<file path="src/rtl/ext_irq_ctrl.sv">
// External interrupt controller: edge-latched pending sources, fixed-priority
// arbitration and a four-phase ExtIRQ/ExtlAck handshake with the core.
module ext_irq_ctrl #(
    parameter int NSRC = 4,
    parameter int IDW  = $clog2(NSRC)
) (
    input  logic            CLOCK_50,
    input  logic            reset,
    input  logic [NSRC-1:0] src_evt,
    input  logic            mask_we,
    input  logic [NSRC-1:0] mask_wdata,
    input  logic            ExtlAck,
    output logic            ExtIRQ,
    output logic [IDW-1:0]  irq_id,
    output logic [NSRC-1:0] pending,
    output logic [7:0]      drop_cnt
);

    typedef enum logic [1:0] {
        S_IDLE,
        S_REQ,
        S_WAIT
    } state_t;

    state_t          state_q, state_d;
    logic [IDW-1:0]  irq_id_q, irq_id_d;
    logic [NSRC-1:0] prev_evt_q;
    logic [NSRC-1:0] pending_q, pending_d;
    logic [NSRC-1:0] mask_q, mask_d;
    logic [7:0]      drop_cnt_q, drop_cnt_d;
    logic [NSRC-1:0] ack_clr;
    logic [NSRC-1:0] pend_clr;
    logic [NSRC-1:0] evt_edge;
    logic            drop_hit;

    function automatic logic [IDW-1:0] lowest_idx(input logic [NSRC-1:0] v);
        lowest_idx = '0;
        for (int i = NSRC - 1; i >= 0; i--) begin
            if (v[i]) lowest_idx = IDW'(i);
        end
    endfunction

    always_comb begin
        state_d  = state_q;
        irq_id_d = irq_id_q;
        ack_clr  = '0;
        case (state_q)
            S_IDLE: begin
                if (|(pending_q & mask_q)) begin
                    irq_id_d = lowest_idx(pending_q & mask_q);
                    state_d  = S_REQ;
                end
            end
            S_REQ: begin
                if (ExtlAck) begin
                    ack_clr = NSRC'(1) << irq_id_q;
                    state_d = S_WAIT;
                end
            end
            S_WAIT: begin
                if (!ExtlAck) state_d = S_IDLE;
            end
            default: state_d = S_IDLE;
        endcase
    end

    // Ack clear is applied before new edges, so a same-cycle re-trigger of
    // the acked source re-latches without being counted as a drop.
    always_comb begin
        evt_edge   = src_evt & ~prev_evt_q & mask_q;
        pend_clr   = pending_q & ~ack_clr;
        pending_d  = pend_clr | evt_edge;
        drop_hit   = |(evt_edge & pend_clr);
        drop_cnt_d = drop_cnt_q;
        if (drop_hit && (drop_cnt_q != 8'hFF)) drop_cnt_d = drop_cnt_q + 8'd1;
        mask_d     = mask_we ? mask_wdata : mask_q;
    end

    always_ff @(posedge CLOCK_50) begin
        if (reset) begin
            state_q    <= S_IDLE;
            irq_id_q   <= '0;
            prev_evt_q <= '0;
            pending_q  <= '0;
            mask_q     <= '1;
            drop_cnt_q <= '0;
        end else begin
            state_q    <= state_d;
            irq_id_q   <= irq_id_d;
            prev_evt_q <= src_evt;
            pending_q  <= pending_d;
            mask_q     <= mask_d;
            drop_cnt_q <= drop_cnt_d;
        end
    end

    assign ExtIRQ   = (state_q == S_REQ);
    assign irq_id   = ExtIRQ ? irq_id_q : '0;
    assign pending  = pending_q;
    assign drop_cnt = drop_cnt_q;

endmodule
</file>
<file path="config.mk">
export PLATFORM = sky130hd
export DESIGN_NAME = ext_irq_ctrl
export DESIGN_NICKNAME = d
export VERILOG_FILES = /design/src/rtl/ext_irq_ctrl.sv
export SDC_FILE = /design/constraint.sdc
export NUM_CORES = 1
export LEC_CHECK = 0
export ABC_AREA = 1
export CAP_MARGIN = 20
export CELL_PAD_IN_SITES_DETAIL_PLACEMENT = 1
export CELL_PAD_IN_SITES_GLOBAL_PLACEMENT = 1
export CORE_UTILIZATION = 36
export DETAILED_ROUTE_END_ITERATION = 16
export MAX_ROUTING_LAYER = met4
export PLACE_DENSITY_LB_ADDON = 0.1
export SLEW_MARGIN = 20
export SYNTH_ARGS = -nofsm -noshare
export SYNTH_HDL_FRONTEND = slang
export SYNTH_SLANG_ARGS = --single-unit
</file>
<file path="constraint.sdc">
create_clock -name CLOCK_50 -period 3.7 [get_ports CLOCK_50]
set_input_delay 0.74 -clock CLOCK_50 [delete_from_list [all_inputs] [get_ports CLOCK_50]]
set_output_delay 0.74 -clock CLOCK_50 [all_outputs]
set_load 0.005 [all_outputs]
</file>
After elaboration in Yosys (flattened, before gate mapping)
Cells that the tools add are included.
W data, S select, Z words.
- output and inout port bits: 15
- input bits: 12
- register bits after elaboration: 24
- shifts and indexed selects: 1
- add/sub/neg operators: 1
- reductions and logical operators: 6
- bitwise operators: 8
- equality and inequality tests: 6
- mux-type cells: 11
- operators by type and width (cell ; number):
    $and A4 B4 Y4 ; 5
    $mux W2 ; 8
    $add A8 B1 Y8 const B ; 1
    $mux W4 ; 2
    $ne A8 B8 Y1 const B ; 1
    $not A4 Y4 ; 2
    $reduce_or A4 Y1 ; 2
    $ne A2 B2 Y1 const B ; 3
    $pmux W2 S3 ; 1
    $or A4 B4 Y4 ; 1
    $shl A1 B2 Y4 const A ; 1
    $reduce_and A3 Y1 ; 1
    $eq A2 B1 Y1 const B ; 1
    $eq A2 B2 Y1 const B ; 1
    $logic_not A2 Y1 ; 1
    $reduce_and A2 Y1 ; 1
    $logic_and A1 B1 Y1 ; 1

Depth between registers and ports, before layout
- depth after elaboration: 8
- depth in mapped cells: 11
- gate-level depth less buffers: 10

Worst setup path before layout
No wires, ideal clock.
- path kind: input to register
- from: input ExtlAck
- to: register drop_cnt_q[2], in the netlist drop_cnt[2]
- arrival time: 1.492 ns
- cell stages on the path: 10
- setup time: 0.115 ns
- path slack: 2.093 ns
- path through: inv_1 > nor2_1 > nand3_1 > nand3_1 > nand2_2 > inv_2 > nand2_2 > buf_6 > a21oi_1 > nor2_1
- longest elaborated chain between the ends: 7
- RTL lines (element ; line ; source):
    from (decl) ; 12 ; input logic ExtlAck,
    $mux W4 ; 55 ; if (ExtlAck) begin
    $mux W4 ; 47 ; case (state_q)
    $not A4 Y4 ; 71 ; pend_clr = pending_q & ~ack_clr;
    $and A4 B4 Y4 ; 71 ;
    $and A4 B4 Y4 ; 73 ; drop_hit = |(evt_edge & pend_clr);
    $reduce_or A4 Y1 ; 73 ;
    $logic_and A1 B1 Y1 ; 75 ; if (drop_hit && (drop_cnt_q != 8'hFF)) drop_cnt_d = drop_cnt_q + 8'd1;
    to (signal assigned) ; 93 ; drop_cnt_q <= drop_cnt_d;
    to (decl) ; 30 ; logic [7:0] drop_cnt_q, drop_cnt_d;
Every way passes these cells.
A chain may end at the register's enable or synchronous reset.

Worst setup path in the final report
- from: register state_q[0]
- to: output irq_id[1]
- longest elaborated chain between the ends: 2
- RTL lines (element ; line ; source):
    from (decl) ; 25 ; state_t state_q, state_d;
    from (signal assigned) ; 88 ; state_q <= state_d;
    $eq A2 B1 Y1 ; 97 ; assign ExtIRQ = (state_q == S_REQ);
    $mux W2 ; 98 ; assign irq_id = ExtIRQ ? irq_id_q : '0;
    to (decl) ; 14 ; output logic [IDW-1:0] irq_id,
Every way passes these cells.

==> out/metrics.cfg <==
[finish]
regArea_um2 = 480
multi_input_area_um2 = 571
diodes = 0
final_nets = 209
postLayoutCoreUtil_pct = 48.3
n_fill_cell = 412
instances_no_fill = 238
fin_area_um2 = 1460
area_delta_synth_final_pct = 27.7
drive_gt1_share_pct = 8.76

[synth]
synth_area_per_cell_um2 = 6.82
synth_seq_area_share_pct = 41.9
synth_seq_cells = 24
synth_compound_area_share_pct = 8.30
yosys.area_share.simple_pct = 40.4
synthCells = 168
synth_edf_count = 0
synthAdderAreaFrac_pct = 1.09
synth_cell_type_count = 21
synth-xor-area-share_pct = 0
async_reset_ff_share_pct = 0
synthMuxAreaShare_pct = 0
synthFlopType = dfxtp_1
netlist_area_um2 = 1150
synthTopCellsByArea = dfxtp_1, nand2_1, nor2_1
yosysMostFrequentCell = nand2_1
synth_top_family_by_area = simple AND/OR/NAND/NOR gates
synth_top_cell_area_share_pct = 41.9
synth_largest_area_cell = dfxtp_1
yosysWarnings = 0
synth_commonest_cells = nand2_1, nor2_1, dfxtp_1, inv_1, nand3_1
syn-num-nets = 181

[clocking]
cts.sinks = 24
post_cts_buffers = 0
clockBufferDepth = 2
cts_buffers = 3
path_clk_slew_ns = 0.13
htreeDepth = 1
cts_tree = built
ctsHoldBuffers = 0
clockRootBuffer = clkbuf_4
ctsResizeCount = 0
clkLatencyLatePin_ns = 0.32

[sta]
skew_ns = 0.00329
setup_viol = 0
finalMaxSlewViolations = 0
slew_headroom_pct = 60.8
worstMarginPinSlew_ns = 0.586
finalCritPeriodShare_pct = 63.6
period_needed_ns = 2.35
rsz0062_at_grt = false
finalHoldViolCount = 0
tns_ns = 0
fmax_mhz = 425

[setup_path]
crit_chain = inv_2, nor2_4, inv_1, nor2_1, clkdlybuf4s50_1
cp_slowest_cell = clkdlybuf4s50_1
crit_family = buffers and inverters
cp-start-kind = flop
cpPeakStageDelay_ns = 0.51
arrival_ns = 1.61
worst_ep_required_time_ns = 2.96
path_class = reg2out
cp_max_fo = 7
critPathCaptureType = output port
worst-path-buf-inv = 3

[drt]
initialDrtViolationCount = 23
via_per_inst = 4.80
wl_per_cell_um = 12.7
totalWireLength_um = 3030
drtAntennaViolNets = 0
drt-pass1-iter-count = 4
vias = 1142
route.detailed.drc = 0

[power_and_ir_drop]
comb_power_share_pct = 21.6
p_int_w = 0.000368
p_seq_share_pct = 56.1
p_leak_nw = 0.608
powerDensity_nw_per_um2 = 360
clockPowerShare_pct = 22.3
netSwitchingPower_w = 0.000160
swShare_pct = 30.3
ir_worst_vdd_mv = 0.148

[placement]
dpl_cell_area_um2 = 1440
dp_cells = 235
portBuffers = 26
place.gp.congestion = 0.791
hpwl_um = 2380

[die]
row_count = 20
ios = 27
dieHeight_um = 58.4
fp.dieW_um = 58.4
die-area_um2 = 3410
core-area_um2 = 3030
start_util_pct = 37.9

[grt]
grt_overflow = 0
grt_pass1_vias = 1138
grt_max_degree = 15
grt_pass1_wl_um = 5220
antenna_found_initial = 0
grtUsageTotal_pct = 21.1

[hold_path]
hp-class = reg2reg

[run]
cap_violations = 0

[outcome]
run_status = complete, no violations

[power by group through the flow]
stage | clock [W] | sequential [W] | combinational [W]
floorplan | 0 | 0.000298 | 0.0000681
global placement | 0 | 0.000301 | 0.000109
detailed placement | 0 | 0.000302 | 0.000114
CTS | 0.000120 | 0.000296 | 0.000115
global route | 0.000134 | 0.000300 | 0.000127
finish | 0.000118 | 0.000296 | 0.000114
[metrics by stage]
step / hold WS (ns) / total power [W] / setup slack [ns]
finish: 0.519 / 0.000527 / 1.35
global route: 0.538 / 0.000561 / 1.22
CTS: 0.517 / 0.000532 / 1.34
detailed placement: 0.496 / 0.000416 / 1.24
global placement: 0.488 / 0.000410 / 1.44
floorplan: 0.450 / 0.000366 / 2.09
[cells by family after synthesis]
logic type,Yosys count
simple gates,103
compound gates,17
flops,24
buf+inv,23
fa+ha+maj,1
[routing by layer]
layer | GRT usage, % | up-vias | share of wire (%)
met5 | - | - | 0
li1 | - | 585 | -
met4 | 7.14 | 0 | 0.99
met1 | 26.4 | 535 | 51
met3 | 3.96 | 4 | 2.4
met2 | 34.3 | 18 | 46
[area by class of cell]
cell class	instances	area share, %
multi-input cells	121	39.0
flip-flops and latches	24	32.8
repair buffers	26	17.8
inverters	20	5.13
well taps	44	3.76
clock buffers	3	1.54
[registers in the layout (all words and copies together), names as in the netlist]
register    count
drop_cnt        8
irq_id_q        2
mask_q          4
pending         4
prev_evt_q      4
state_q         2
[worst min-delay path, delay by kind of cell (launching register included)]
family           cells  cell delay, ns
DFF                  1            0.35
and+or+nand+nor      2            0.13
[worst paths after layout]
| kind | startpoint | endpoint | slack (ns) | cells past startpoint |
|---|---|---|---|---|
| max reg2reg | drop_cnt[0]$_SDFFE_PP0P_ | drop_cnt[7]$_SDFFE_PP0P_ | 2.06 | 9 |
| min | mask_q[1]$_SDFFE_PP1P_ | mask_q[1]$_SDFFE_PP1P_ | 0.52 | 2 |
| min reg2reg | mask_q[1]$_SDFFE_PP1P_ | mask_q[1]$_SDFFE_PP1P_ | 0.52 | 2 |
| max | state_q[0]$_SDFFE_PP0P_ | irq_id[1] | 1.35 | 5 |
[cell usage in the layout (no fill, tap or decap)]
cell / n
o21ai_0: 1
a221oi_1: 1
ha_1: 1
nand2_1: 38
nand3_1: 14
nor2_4: 1
nand2_2: 3
clkdlybuf4s50_1: 26
nor2_1: 37
a211oi_1: 2
inv_2: 4
inv_1: 16
nor3_1: 3
dfxtp_1: 24
clkbuf_4: 3
nand3_2: 6
nand4_1: 1
a21oi_1: 11
o21ai_1: 1
a31oi_1: 1
Power figures use the tool's default switching activity.
